==> config.mk <==
export PLATFORM = sky130hd
export DESIGN_NAME = irq_priority_ctrl
export DESIGN_NICKNAME = d
export VERILOG_FILES = /design/src/rtl/irq_priority_ctrl.sv
export SDC_FILE = /design/constraint.sdc
export NUM_CORES = 1
export LEC_CHECK = 0
export CORE_UTILIZATION = 40
export CTS_CLUSTER_SIZE = 25
export DETAILED_ROUTE_END_ITERATION = 8
export GPL_ROUTABILITY_DRIVEN = 0
export PLACE_DENSITY_LB_ADDON = 0.3
export REMOVE_ABC_BUFFERS = 1
export SYNTH_ARGS = -nofsm -noshare
export SYNTH_HDL_FRONTEND = slang
export SYNTH_SLANG_ARGS = --single-unit
==> constraint.sdc <==
create_clock -name clk -period 1.6 [get_ports clk]
set_clock_uncertainty 0.15 [all_clocks]
set_input_delay 0.16 -clock clk [delete_from_list [all_inputs] [get_ports clk]]
set_output_delay 0.16 -clock clk [all_outputs]
set_load 0.01 [all_outputs]
==> src/rtl/irq_priority_ctrl.sv <==
// irq_priority_ctrl: edge-latched, masked, fixed-priority interrupt
// controller with a counted IRQ pulse/gap and an ack handshake.
module irq_priority_ctrl #(
  parameter int NUM_IRQ         = 4,
  parameter int ID_W            = $clog2(NUM_IRQ),
  parameter int IRQ_PULSE_WIDTH = 2
) (
  input  logic               clk,
  input  logic               rst,
  input  logic [NUM_IRQ-1:0] interrupts,
  input  logic [NUM_IRQ-1:0] mask,
  input  logic               ack,
  output logic [ID_W-1:0]    irq_id,
  output logic               IRQ,
  output logic               busy,
  output logic [NUM_IRQ-1:0] pending
);

  localparam int CW = $clog2(IRQ_PULSE_WIDTH + 1);
  localparam logic [CW-1:0] RELOAD = CW'(IRQ_PULSE_WIDTH - 1);

  typedef enum logic [1:0] {
    IDLE,
    PULSE,
    GAP,
    WAIT_ACK
  } state_t;

  state_t            state;
  state_t            state_n;
  logic [CW-1:0]     cnt;
  logic [CW-1:0]     cnt_n;
  logic [ID_W-1:0]   id_n;
  logic [NUM_IRQ-1:0] prev;
  logic [NUM_IRQ-1:0] rise;
  logic [NUM_IRQ-1:0] cand;
  logic [NUM_IRQ-1:0] clr;
  logic [ID_W-1:0]   win;
  logic              any;

  assign rise = interrupts & ~prev;
  assign cand = pending & mask;
  assign any  = |cand;
  assign IRQ  = (state == PULSE);
  assign busy = (state != IDLE);

  // Lowest set index of the candidate vector wins.
  always_comb begin
    win = '0;
    for (int i = NUM_IRQ - 1; i >= 0; i--) begin
      if (cand[i]) win = ID_W'(i);
    end
  end

  // One-hot clear for the line whose ack is accepted this cycle.
  always_comb begin
    clr = '0;
    if (state == WAIT_ACK && ack) clr[irq_id] = 1'b1;
  end

  // Edge history and pending latches; a new rise beats a same-cycle clear.
  always_ff @(posedge clk or posedge rst) begin
    if (rst) begin
      prev    <= '0;
      pending <= '0;
    end else begin
      prev    <= interrupts;
      pending <= (pending & ~clr) | rise;
    end
  end

  // Service FSM next-state, pulse counter and id latch.
  always_comb begin
    state_n = state;
    cnt_n   = cnt;
    id_n    = irq_id;
    unique case (state)
      IDLE: begin
        if (any) begin
          id_n    = win;
          cnt_n   = RELOAD;
          state_n = PULSE;
        end
      end
      PULSE: begin
        if (cnt == '0) begin
          cnt_n   = RELOAD;
          state_n = GAP;
        end else begin
          cnt_n = cnt - CW'(1);
        end
      end
      GAP: begin
        if (cnt == '0) state_n = WAIT_ACK;
        else cnt_n = cnt - CW'(1);
      end
      WAIT_ACK: begin
        if (ack) state_n = IDLE;
      end
      default: state_n = IDLE;
    endcase
  end

  // Service FSM registers.
  always_ff @(posedge clk or posedge rst) begin
    if (rst) begin
      state  <= IDLE;
      cnt    <= '0;
      irq_id <= '0;
    end else begin
      state  <= state_n;
      cnt    <= cnt_n;
      irq_id <= id_n;
    end
  end

endmodule

==> flow_summary.ini <==
[clock_network]
clkSlewWorstSetupHoldPaths_ns = 0.09
cts_htree_levels = 1
holdBufCountCts = 0
clkSinkCount = 14
clk_path_buf_depth = 2
cts_tree = done
cts_buffers = 3
clkLatencyLatePin_ns = 0.29
cts-root-buf = clkbuf_4

[yosys]
synth_edf_count = 0
async_reset_ff_frac = 1.00
ys_seq_elements = 14
synth_area_per_cell_um2 = 11.0
synthCells = 67
yosysWarnings = 0
ys_types = 21
synth.largest_area_cell = dfrtp_1
ys.flop_type = dfrtp_1
synth_top_area_share = 0.477
synth.top_cells.by_area = dfrtp_1 48%, ha_1 10%, inv_1 6.6%
seq_area_frac_synth = 0.477
syn_area_um2 = 734

[grt]
first_global_vias = 620
met3_usage = 0.0720
grt_util_met1 = 0.240
grtUsageMet2 = 0.312
grt.overflow.total = 0
grtUsageTotal = 0.192
antenna_found_initial = 0
grt.busiest_layer = met2
grt_pass1_wl_um = 2680
grt_max_degree = 15

[sta]
fin_ws_ns = -0.0556
fmax_mhz = 604
finalCriticalPeriod_ns = 1.66
slew_viol_final = 0
rsz0062_at_grt = true
finalSetupViolCount = 3
slew-limit-headroom = 0.638
tightest_slew_ns = 0.543
hold_viol = 0
finalCritPeriodShare = 1.03

[worst_setup_path]
startpoint_type = flip-flop
slowest_delay_ns = 0.46
crit_required_ns = 1.62
critPathMaxFanout = 4
end_kind = flip-flop
worst-setup-path-type = reg -> reg
critical_path_arrival_ns = 1.68
worstRegToRegCells = 5
cpMaxStageDelayCell = dfrtp_2
cp_cell_sequence = inv_4, ha_4, nor3_2, a211o_4, mux2_4

[power_and_ir_drop]
p_int_mw = 1.45
swShare = 0.370
leakage_nw = 0.519
pwr-share-seq = 0.263
combPwrFrac = 0.625
switchingPower_mw = 0.850
power_density_nw_per_um2 = 1960
p_clk_frac = 0.112
ir_worst_vdd_mv = 0.903

[detailed_routing]
vias = 618
viasPerCell = 4.75
ant_nets = 0
drc_errors = 0
dr.pass1.iters = 4
drt_iter0_markers = 6
drt_wl_total_um = 1630
wl_per_cell_um = 12.5

[min_path]
holdCritPathClass = in -> async

[outcome]
violations = negative setup slack
outcome = finished, violations left

[finish]
area_growth_pct = 59.3
stdcell_area_um2 = 1170
final_cell_mix = 14 x buf_4, 12 x clkdlybuf4s50_1, 11 x dfrtp_1
diodes = 0
final_common_cell = buf_4
fillCellCount = 145
drive_gt1_frac = 0.419
utilization = 0.678
fin_cells = 130
layout.nets = 123

[floorplan]
die_w_um = 44.9
rows = 15
ioPinCount = 19
fp.dieH_um = 44.9
initial_core_util = 0.425
die_area_um2 = 2010
core_um2 = 1730

[placed_design]
post-dp-hpwl_um = 1160
place_inst = 123
dpl_cell_area_um2 = 1040
io_buffer_count = 18

[run]
cap_violations = 0
[final cells by class]
cell class,instances,area [um^2],area share
clock buffers,4,36.3,0.0310
flip-flops and latches,14,354,0.303
repair buffers,34,298,0.255
multi-input cells,40,394,0.337
inverters,13,56.3,0.0481
well taps,25,31.3,0.0267
[flip-flops by register name, indices dropped and copies added, names as in the netlist]
register	flops
pending	4
irq_id	2
cnt	2
prev	4
state	2
[metrics by stage]
| stage | hold WS, ns | total power [mW] | setup WS (ns) | setup TNS (ns) |
|---|---|---|---|---|
| 6_report | 0.0543 | 2.30 | -0.0556 | -0.0972 |
| 3_5_place_dp | 0.260 | 1.78 | -0.180 | -0.627 |
| 3_3_place_gp | 0.254 | 1.76 | -0.169 | -0.630 |
| 4_1_cts | 0.0653 | 2.21 | -0.0648 | -0.140 |
| 2_1_floorplan | -0.101 | 1.25 | -0.128 | -0.188 |
| 5_1_grt | 0.111 | 2.46 | -0.0887 | -0.240 |
[layer usage]
layer	up-vias	wire length (um)
met5	-	0
met4	0	11
met3	3	71
met2	14	785
met1	293	762
li1	308	-
[worst max-delay path, delay by kind of cell (launching register included)]
kind,cells,cell delay (ns)
AND/OR/NAND/NOR,1,0.05
buffers and inverters,1,0.09
flip-flops,1,0.46
AO/OA/AOI/OAI,1,0.31
multiplexers,1,0.29
adder cells (fa/ha/maj),1,0.17
[kinds of logic (layout without fill, tap and decap cells)]
group           after synthesis  count (layout)  synth area share
mux                           3               3            0.0545
buf+inv                      13              51            0.0664
fa+ha+maj                     6               6             0.102
simple gates                  9               9            0.0698
compound gates               22              22             0.230
flops                        14              14             0.477
[synth_stat cells (all sizes together) (2+ instances only)]
master,number
a22o,2
dfrtp,14
mux2,2
a21oi,3
nand2,4
inv,13
nor2,2
o31ai,2
o21ai,9
ha,6
nor3,2
[final timing paths]
check	slack, ns	start	endpoint
setup / recovery	-0.06	state[0]$_DFFE_PP0P_	cnt[0]$_DFFE_PP0P_
hold / removal	0.05	rst	irq_id[1]$_DFFE_PP0P_
setup reg to reg	-0.06	state[0]$_DFFE_PP0P_	cnt[0]$_DFFE_PP0P_
hold reg to reg	0.27	prev[1]$_DFF_PP0_	pending[1]$_DFF_PP0_
max in group asynchronous	0.86	rst	irq_id[0]$_DFFE_PP0P_
min in group clk	0.19	interrupts[2]	prev[2]$_DFF_PP0_
[timing repair]
item | 4_1_cts | 5_1_grt
endpoints found under the setup margin | 9 | 9
setup buffers | 0 | 3
resized for setup | 27 | 6
pin swaps | 3 | 3
[power by group through the flow]
stage | registers (mW) | clock network, mW | logic [mW]
finish | 0.603 | 0.257 | 1.44
global route | 0.619 | 0.279 | 1.56
CTS | 0.595 | 0.263 | 1.35
detailed placement | 0.578 | 0 | 1.21
global placement | 0.571 | 0 | 1.19
floorplan | 0.599 | 0 | 0.647
(Power assumes the default switching activity.)
